**src/rtl/sram_port_arbiter.sv**
```systemverilog
// Shares one single-port synchronous SRAM between the fetch and load/store requesters.
// Data has priority; a saturating starvation counter bounds how long a fetch can wait.
module sram_port_arbiter #(
    parameter int ADDR_W     = 32,
    parameter int DATA_W     = 32,
    parameter int STARVE_MAX = 4
) (
    input  logic              clk,
    input  logic              reset,
    input  logic              inst_req,
    input  logic [ADDR_W-1:0] inst_addr,
    output logic              inst_ack,
    output logic              inst_rvalid,
    output logic [DATA_W-1:0] inst_rdata,
    input  logic              data_req,
    input  logic              data_we,
    input  logic [ADDR_W-1:0] data_addr,
    input  logic [DATA_W-1:0] data_wdata,
    output logic              data_ack,
    output logic              data_rvalid,
    output logic [DATA_W-1:0] data_rdata,
    output logic              sram_en,
    output logic              sram_we,
    output logic [ADDR_W-1:0] sram_addr,
    output logic [DATA_W-1:0] sram_wdata,
    input  logic [DATA_W-1:0] sram_rdata
);

    typedef enum logic [1:0] {
        IDLE,
        RESP_I,
        RESP_D_RD,
        RESP_D_WR
    } resp_state_t;

    localparam logic [3:0] STARVE_LIM = 4'(STARVE_MAX);

    resp_state_t state_q, state_d;
    logic [3:0]  starve_cnt_q, starve_cnt_d;
    logic        starve_hit;

    // Grant: data wins unless the fetch side has waited STARVE_MAX data grants.
    always_comb begin
        starve_hit = (starve_cnt_q == STARVE_LIM);
        inst_ack   = ~reset & inst_req & (~data_req | starve_hit);
        data_ack   = ~reset & data_req & ~(inst_req & starve_hit);
    end

    always_comb begin
        sram_en    = inst_ack | data_ack;
        sram_we    = data_ack & data_we;
        sram_addr  = '0;
        sram_wdata = '0;
        if (inst_ack) begin
            sram_addr = inst_addr;
        end else if (data_ack) begin
            sram_addr = data_addr;
        end
        if (sram_we) begin
            sram_wdata = data_wdata;
        end
    end

    always_comb begin
        starve_cnt_d = starve_cnt_q;
        if (inst_ack || !inst_req) begin
            starve_cnt_d = '0;
        end else if (data_ack && !starve_hit) begin
            starve_cnt_d = starve_cnt_q + 4'd1;
        end

        state_d = IDLE;
        if (inst_ack) begin
            state_d = RESP_I;
        end else if (data_ack) begin
            state_d = data_we ? RESP_D_WR : RESP_D_RD;
        end
    end

    always_ff @(posedge clk) begin
        if (reset) begin
            state_q      <= IDLE;
            starve_cnt_q <= '0;
        end else begin
            state_q      <= state_d;
            starve_cnt_q <= starve_cnt_d;
        end
    end

    // Responses are gated by reset so an in-flight response vanishes immediately.
    always_comb begin
        inst_rvalid = ~reset & (state_q == RESP_I);
        data_rvalid = ~reset & ((state_q == RESP_D_RD) | (state_q == RESP_D_WR));
        inst_rdata  = '0;
        data_rdata  = '0;
        if (!reset && state_q == RESP_I) begin
            inst_rdata = sram_rdata;
        end
        if (!reset && state_q == RESP_D_RD) begin
            data_rdata = sram_rdata;
        end
    end

endmodule
```
**config.mk**
```make
export PLATFORM = sky130hd
export DESIGN_NAME = sram_port_arbiter
export DESIGN_NICKNAME = d
export VERILOG_FILES = /design/src/rtl/sram_port_arbiter.sv
export SDC_FILE = /design/constraint.sdc
export NUM_CORES = 1
export LEC_CHECK = 0
export CAP_MARGIN = 25
export CORE_AREA = 2 2 105 107
export DETAILED_ROUTE_END_ITERATION = 16
export DIE_AREA = 0 0 107 109
export HOLD_SLACK_MARGIN = 0.03
export PLACE_DENSITY = 0.61
export SLEW_MARGIN = 30
export SYNTH_ARGS = -nofsm -noshare
export SYNTH_HDL_FRONTEND = slang
export SYNTH_SLANG_ARGS = --single-unit
```
**constraint.sdc**
```tcl
create_clock -name clk -period 3 [get_ports clk]
set_clock_uncertainty 0.15 [all_clocks]
set_input_delay 0.45 -clock clk [delete_from_list [all_inputs] [get_ports clk]]
set_output_delay 0.45 -clock clk [all_outputs]
set_load 0.01 [all_outputs]
```
Word level (Yosys, flattened, before mapping)
Cells that the tools add are included.
- output and inout bits: 134
- register bits: 6
- input port bits: 133
- $add $sub $neg: 1
- muxes and demuxes: 8
- equality and inequality tests: 4
- reductions and logical operators: 9
- bitwise logic cells: 15
- operator list (kind ; number):
    two-way mux 32 bit ; 5
    AND 1 bit ; 8
    adder 4 x 1 -> 4 bit, second input constant ; 1
    == test 2 bit, second input constant ; 2
    == test 4 x 3 -> 1 bit, second input constant ; 1
    inverter 1 bit ; 4
    logical AND 1 bit ; 3
    logical NOT 1 bit ; 3
    two-way mux 1 bit ; 3
    bitwise OR 1 bit ; 3
    OR reduction 3 bit ; 1
    == test 2 x 1 -> 1 bit, second input constant ; 1
    OR reduction 2 bit ; 1
    logical OR 1 bit ; 1

Logic depth before layout (Yosys ltp)
Gate-level depths: netlist of run 1.
- word-level depth: 6
- mapped depth: 7
- mapped depth without buffers: 5

Least setup slack after synthesis of run 1
No wires, ideal clock.
- path type: flip-flop to output port
- start: register starve_cnt_q[0]
- end: output sram_addr[30]
- path slack: 0.998 ns
- arrival time: 1.402 ns
- data required time: 2.400 ns
- cell stages (with the launch flop): 7
- path through: dfxtp_1 -> inv_1 -> ha_1 -> nand3b_4 -> a211oi_4 -> buf_6 -> a22o_1
- elaborated cells on any way between the ends: 8
- RTL lines (item ; line ; RTL):
    start: declaration ; 39 ; logic [3:0] starve_cnt_q, starve_cnt_d;
    start signal: assignment ; 86 ; starve_cnt_q <= starve_cnt_d;
    == test 4 x 3 -> 1 bit ; 44 ; starve_hit = (starve_cnt_q == STARVE_LIM);
    bitwise OR 1 bit ; 45 ; inst_ack = ~reset & inst_req & (~data_req | starve_hit);
    AND 1 bit ; 45 ;
    via inst_ack ; 12 ; output logic inst_ack,
    two-way mux 32 bit ; 54 ; if (inst_ack) begin
    end: declaration ; 24 ; output logic [ADDR_W-1:0] sram_addr,
The timed path passes the listed nets, and every way through them passes these cells.

Worst setup path in the final report of run 1
- start: input data_req
- end: output sram_addr[25]
- word-level cells in the longest chain between the ends: 4
- elaborated cells on any way between the ends: 7
- ends and longest elaborated chain (item ; line ; RTL):
    start: declaration ; 15 ; input logic data_req,
    AND 1 bit or inverter 1 bit (tied branches) ; 46, 45 ;
    AND 1 bit or bitwise OR 1 bit (tied branches) ; 46, 45 ;
    two-way mux 32 bit or AND 1 bit (tied branches) ; 56, 45 ;
    two-way mux 32 bit (*) ; 54 ;
Mark *: on every way between the ends. The rest lies on a longest branch, timed or not.

==> run metrics, run 1 <==
status completed; initial core utilization 0.126; ANT cells 0; die height 109 um; Synth Instances 179; multi-input logic area 0.00108 mm^2; leakage 0.00171 uW; Final period util 0.955; total gr overflow 0; most frequent cells in the layout clkdlybuf4s50_1, and2_1, and3_1; final setup TNS 0 ps; H-tree levels 1; Least-Margin Pin Slew 287 ps; max cap viols 0; Via density 3.97; register area share after synthesis 0.0898; CTS buffer count 3; Seq. cell area 120 um^2; vias in the first global route 2208; DR pass1 iterations 4; CTS clk-pin slew, worst paths 30 ps; DRC 0; Achievable Freq 349 MHz; unrepaired setup endpoints after global routing no; WP data arrival 2270 ps; layout cells sized above 1 0.0573; Critical Path RT 2400 ps; final slew viol count 0; RePlAce Congestion 0.770; final instance count without filler cells 576; Final Hold Violating Endpoints 0; Initial DRC Count 88; clock sinks 6; Routed WL 7670 um; wire per inst 13.3 um; min Tclk post-route 2870 ps; Tot GR Track Use 0.117; Syn Nets 314; DP Wirelength 6730 um; CTS root buffer clkbuf_8; Power Density 153 mW/mm^2; Crit. End Element output port; cts hold-fix bufs 0; PortBufs 266; Yosys warning total 0; post-synth cell types 23; Max FO, Critical Path 34; Setup violations, final 0; Tightest Hold Check Type register to register; max_slew headroom 0.808; peak supply drop 0.0000967 V; #FFs+latches synth 6; post-route ant nets 0; vias 2285; Startpoint Class input port; most common cell after layout, fill and taps aside clkdlybuf4s50_1; die area 0.0117 mm^2; CP Class input port to output port; io pins 267; CTS tree built; row cnt 38; total core area 0.0106 mm^2; fill cell count 1070; mapped cell area 0.00134 mm^2; area delta synth->final 214%; worst skew pair latency 220 ps; Max Root-Sink Buffers 2; Syn Area/Cell 7.47 um^2; first-pass GRT wire length 11200 um; Die Width 107 um; pin count of the biggest net entering global routing 48; Cells after DPL 573; initial antenna violation count 0; nets@finish 573; total setup buffers inserted after CTS 0
## path summary, 6_finish.rpt
| check | start | to | slack, ps | depth (start not counted) |
|---|---|---|---|---|
| hold / removal | starve_cnt_q[0] | starve_cnt_q[0] | 320 | 1 |
| setup / recovery | data_req | sram_addr[25] | 130 | 5 |
| hold reg to reg | starve_cnt_q[0] | starve_cnt_q[0] | 320 | 1 |
| setup reg to reg | starve_cnt_q[0] | state_q[0] | 1430 | 6 |
## kinds of logic (layout without fill, tap and decap cells)
kind of cell    count (synthesis)  after routing  share of synthesized area
flops                           6              6                     0.0898
fa+ha+maj                       2              2                     0.0187
compound gates                 36             36                      0.261
buf+inv                        24            281                      0.108
simple gates                  109            109                      0.510
xor+xnor                        2              2                     0.0131
## synth_stat cells
| master | count | area, um^2 |
|---|---|---|
| and2_1 | 65 | 407 |
| buf_6 | 7 | 78.8 |
| o211a_1 | 1 | 10.0 |
| nor3b_1 | 1 | 7.51 |
| a22o_2 | 11 | 110 |
| nor2b_1 | 1 | 6.26 |
| inv_1 | 5 | 18.8 |
| buf_2 | 1 | 5.00 |
| and3_1 | 32 | 200 |
| nand3b_4 | 1 | 20.0 |
| a22o_1 | 21 | 184 |
| nand3_1 | 1 | 5.00 |
| a21o_1 | 1 | 7.51 |
| nor2_1 | 6 | 22.5 |
| ha_1 | 2 | 25.0 |
| and2b_1 | 1 | 7.51 |
| xor2_1 | 1 | 8.76 |
| nand4_1 | 1 | 6.26 |
| a211oi_4 | 1 | 20.0 |
| xnor2_1 | 1 | 8.76 |
| o211a_4 | 1 | 17.5 |
| dfxtp_1 | 6 | 120 |
| clkbuf_1 | 11 | 41.3 |
## power breakdown
group	internal (uW)	total (uW)	switching, uW
combinational	303	441	138
sequential	82.7	84.3	1.62
clock	85.9	117	31.3
total	471	642	171
## routing by layer
metal	global-route usage	vias to the layer above	part of all wire	wire length (um)
li1	-	1146	-	-
met1	0.135	982	0.36	2770
met2	0.222	155	0.52	3980
met3	0.0287	2	0.12	884
met4	0.0195	0	0.0040	31
met5	0	-	0	0
## layout make-up
class	instances	share of cell area
multi-input combinational	149	0.257
inverter	5	0.00447
tap	140	0.0417
timing repair buffer	273	0.659
sequential	6	0.0286
clock buffer	3	0.00983
## worst max-delay path, cell delays in order
cell and delay [ps]:
clkdlybuf4s50_1 520, a211oi_4 300, buf_12 220, a22o_2 180
clkdlybuf4s50_1 560
## through the flow
step                      utilization  cell area, um^2  hold WS (ps)  worst slack [ps]  total power [uW]
after floorplan                     -             1340           280               998               211
after global placement          0.392             4160           291              81.8               526
after detailed placement        0.392             4160           325              49.9               530
after CTS                       0.396             4200           334              34.5               651
after global routing            0.396             4200           350              28.8               678
final                           0.396             4200           322               135               642
## repair_timing
| action | CTS | global route |
|---|---|---|
| hold endpoints to repair | 0 | 0 |
| gates resized for setup | 0 | 1 |
| setup endpoints to repair | 0 | 8 |
## flip-flops by register name, summed over array words and instances, names as in the netlist
register / count
starve_cnt_q: 4
state_q: 2
(Power assumes the default switching activity.)
==> run 2: changes to the inputs <==
--- a/config.mk
+++ b/config.mk
@@ -10,7 +10,9 @@
 export DETAILED_ROUTE_END_ITERATION = 16
 export DIE_AREA = 0 0 107 109
 export HOLD_SLACK_MARGIN = 0.03
+export MAX_ROUTING_LAYER = met4
 export PLACE_DENSITY = 0.61
+export SKIP_LAST_GASP = 1
 export SLEW_MARGIN = 30
 export SYNTH_ARGS = -nofsm -noshare
 export SYNTH_HDL_FRONTEND = slang
==> run metrics, run 2 (synthesized netlist as in run 1, its figures left out) <==
CP max-delay cell clkdlybuf4s50_1; Achievable Freq 349 MHz; total gr overflow 0; Most flops, register starve_cnt_q; worst skew pair latency 220 ps; Max Root-Sink Buffers 2; wire per inst 13.4 um; WP data arrival 2270 ps; dpl ws 49.9 ps; Setup violations, final 0; most frequent cells in the layout clkdlybuf4s50_1, and2_1, and3_1; total setup buffers inserted after CTS 0; Worst path depth 5; die area 0.0117 mm^2; R2R Setup Slk 1430 ps; Startpoint Class input port; layout cells sized above 1 0.0573; Least-Margin Pin Slew 287 ps; leakage 0.00171 uW; die height 109 um; row cnt 38; CTS buffer count 3; Final period util 0.956; Power Density 153 mW/mm^2; Via density 3.96; DP Wirelength 6730 um; post-route ant nets 0; Layout Utilization 0.396; total core area 0.0106 mm^2; cts hold-fix bufs 0; initial core utilization 0.126; most common cell after layout, fill and taps aside clkdlybuf4s50_1; max incr delay on CP 560 ps; max FFs per register 4; Critical Path RT 2400 ps; Register-to-Register Path Depth 6; Initial DRC Count 86; CP Class input port to output port; Routed WL 7690 um; DR pass1 iterations 4; final slew viol count 0; initial antenna violation count 0; hold path start starve_cnt_q[0]; Final Hold Violating Endpoints 0; final setup TNS 0 ps; CTS root buffer clkbuf_8; Die Width 107 um; hold-critical path depth 1; pin count of the biggest net entering global routing 48; unrepaired setup endpoints after global routing no; Worst Setup EP sram_addr[25]; io pins 267; nets@finish 573; Crit Reg-Reg Startpoint starve_cnt_q[0]; clock sinks 6; Top Registers starve_cnt_q (4), state_q (2); CTS clk-pin slew, worst paths 30 ps; worst hold slack 322 ps; vias 2282; CP cell instances clkdlybuf4s50_1 > a211oi_4 > buf_12 > a22o_2 > clkdlybuf4s50_1; Top cell by count, worst path clkdlybuf4s50_1; RePlAce Congestion 0.781; ANT cells 0; area delta synth->final 214%; first-pass GRT wire length 11100 um; Max FO, Critical Path 34; DRC 0; peak supply drop 0.0000967 V; post-route setup slack 133 ps; PortBufs 266; status completed; RR Endpoint state_q[0]; H-tree levels 1; vias in the first global route 2219; CP top delay family buffers and inverters; max cap viols 0; Crit. End Element output port; Setup crit start data_req; max_slew headroom 0.808; CTS tree built; Tot GR Track Use 0.121; Power Total 642 uW; min Tclk post-route 2870 ps; Tightest Hold Check Type register to register; Buffers & Inverters on Critical Path 3
-- run 2: cell counts in the layout (fill, tap and decap cells not counted) --
No cell type changed its count.
-- run 2: routing by layer --
layer / routed length, um / share of wire / GRT usage
met4: 31 / 0.0040 / 0.0195
met3: 767 / 0.10 / 0.0197
met2: 4000 / 0.52 / 0.223
met5: 0 / 0 / -
met1: 2890 / 0.38 / 0.139
-- run 2: final cells by class --
cell class | count | area, um^2
Fill cell | 1070 | 6400
Timing Repair Buffer | 273 | 2770
Multi-Input combinational cell | 149 | 1080
Tap cell | 140 | 175
Sequential cell | 6 | 120
Clock buffer | 3 | 41.3
Inverter | 5 | 18.8
-- run 2: stage by stage --
step                      area [um^2]  std cells
after global routing             4200        576
after global placement           4160        573
after floorplan                  1340        179
final                            4200        576
after detailed placement         4160        573
after CTS                        4200        576
-- run 2: worst register-to-register path, stage by stage (launching register included) --
cell,delay [ps]
dfxtp_1,320
inv_1,60
ha_1,180
nand3b_4,120
o211a_4,260
buf_12,170
a21o_1,190
-- run 2: report_power, final --
group	internal, uW	leakage, uW	total [uW]	switching [uW]
Combinational	303	0.00164	441	138
Clock	85.9	0.0000216	117	31.3
Sequential	82.7	0.0000490	84.3	1.62
-- run 2: timing repair --
item | in CTS | in global routing
setup endpoints to repair | 0 | 8
hold endpoints to repair | 0 | 0
gates resized for setup | 0 | 1
-- run 2: worst min path at each step --
stage	slack (ps)	endpoint
finish	320	starve_cnt_q[0]
global route	350	starve_cnt_q[0]
CTS	330	starve_cnt_q[0]
detailed placement	320	starve_cnt_q[0]
global placement	290	starve_cnt_q[0]
floorplan	280	starve_cnt_q[0]
==> run 3: changes to the inputs <==
==> constraint.sdc (replaced) <==
create_clock -name clk -period 3 [get_ports clk]
set_clock_uncertainty 0.15 [all_clocks]
set_input_delay 0.45 -clock clk [delete_from_list [all_inputs] [get_ports clk]]
set_output_delay 0.45 -clock clk [all_outputs]
set_load 0.1 [all_outputs]
==> run metrics, run 3 (synthesized netlist as in run 1, its figures left out) <==
status completed; RR Endpoint state_q[0]; die area 0.0117 mm^2; Final period util 0.915; Setup violations, final 0; multi-input logic area 0.00109 mm^2; Max FO, Critical Path 29; nets@finish 574; CTS tree built; Die Width 107 um; worst skew pair latency 220 ps; Critical Path RT 2400 ps; CTS buffer count 3; Power Density 226 mW/mm^2; wire per inst 15.1 um; Via density 4.10; Cells after DPL 574; first-pass GRT wire length 12900 um; post-route ant nets 0; clock sinks 6; max FFs per register 4; Routed WL 8720 um; WP data arrival 2140 ps; die height 109 um; DP Wirelength 7670 um; CP top delay family buffers and inverters; RePlAce Congestion 0.833; most common cell after layout, fill and taps aside buf_12; unrepaired setup endpoints after global routing no; Least-Margin Pin Slew 328 ps; Seq. cell area 120 um^2; CP cell instances clkdlybuf4s50_1 > inv_1 > o211a_4 > buf_12 > and3_1 > buf_12; Register-to-Register Path Depth 6; DR pass1 iterations 6; final slew viol count 0; worst hold slack 308 ps; layout cells sized above 1 0.368; DRC 0; post-CTS sizing 0; Initial DRC Count 65; CP Class input port to output port; area delta synth->final 312%; Hold Crit Endpoint starve_cnt_q[0]; initial antenna violation count 0; fill cell count 924; Most flops, register starve_cnt_q; total gr overflow 0; total core area 0.0106 mm^2; max_slew headroom 0.781; Crit. End Element output port; CTS root buffer clkbuf_8; vias 2367; Tightest Hold Check Type register to register; Top cell by count, worst path buf_12; CTS clk-pin slew, worst paths 40 ps; final instance count without filler cells 577; Startpoint Class input port; initial core utilization 0.126; io pins 267; top layer in use met4; dpl ws 254 ps; Achievable Freq 364 MHz; Tot GR Track Use 0.142; CP max-delay cell clkdlybuf4s50_1; WL met3 851 um; min Tclk post-route 2740 ps; max incr delay on CP 570 ps; peak supply drop 0.000158 V; met1 wire length 3190 um; row cnt 38; Crit Reg-Reg Startpoint starve_cnt_q[0]; PortBufs 266; total setup buffers inserted after CTS 0; post-route setup slack 256 ps; most frequent cells in the layout buf_12, clkdlybuf4s50_1, and2_1; Final Hold Violating Endpoints 0; Buffers & Inverters on Critical Path 4; cts hold-fix bufs 0; hold path start starve_cnt_q[0]; vias in the first global route 2526; leakage 0.00234 uW; hold-critical path depth 1; R2R Setup Slk 1470 ps; pin count of the biggest net entering global routing 35; Top Registers starve_cnt_q (4), state_q (2); H-tree levels 1; final setup TNS 0 ps; max cap viols 0; Max Root-Sink Buffers 2; ANT cells 0; WL met2 4630 um
==> run 3: layout make-up <==
type / instances / share of cell area
timing repair buffer: 274 / 0.738
sequential: 6 / 0.0218
inverter: 5 / 0.00341
clock buffer: 3 / 0.00750
tap: 140 / 0.0318
multi-input combinational: 149 / 0.197
==> run 3: worst max path at each step <==
stage | startpoint | endpoint | slack, ps | cells past startpoint
3_5_place_dp | reset | sram_wdata[12] | 250 | 6
4_1_cts | reset | sram_wdata[12] | 230 | 6
6_report | reset | sram_wdata[12] | 260 | 6
2_1_floorplan | reset | data_rdata[10] | 210 | 4
3_3_place_gp | reset | sram_wdata[12] | 280 | 6
5_1_grt | reset | sram_wdata[12] | 140 | 6
==> run 3: stage by stage <==
stage                     power, uW  utilization  instance area (um^2)
after floorplan                 639            -                  1350
after global placement         1120        0.515                  5460
after detailed placement       1130        0.515                  5460
after CTS                      1250        0.519                  5510
after global routing           1280        0.519                  5510
final                          1240        0.519                  5510
==> run 3: where the power goes <==
group	internal (uW)	switching, uW	leakage [uW]	total [uW]
logic	432	604	0.00227	1040
registers	82.6	1.71	0.0000490	84.3
clock network	86.2	34.8	0.0000216	121
==> run 3: layer usage <==
metal  vias to the layer above  global-route usage
met2                       168               0.272
li1                       1141                   -
met3                         4              0.0359
met1                      1054               0.154
met5                         -                   -
met4                         0              0.0148
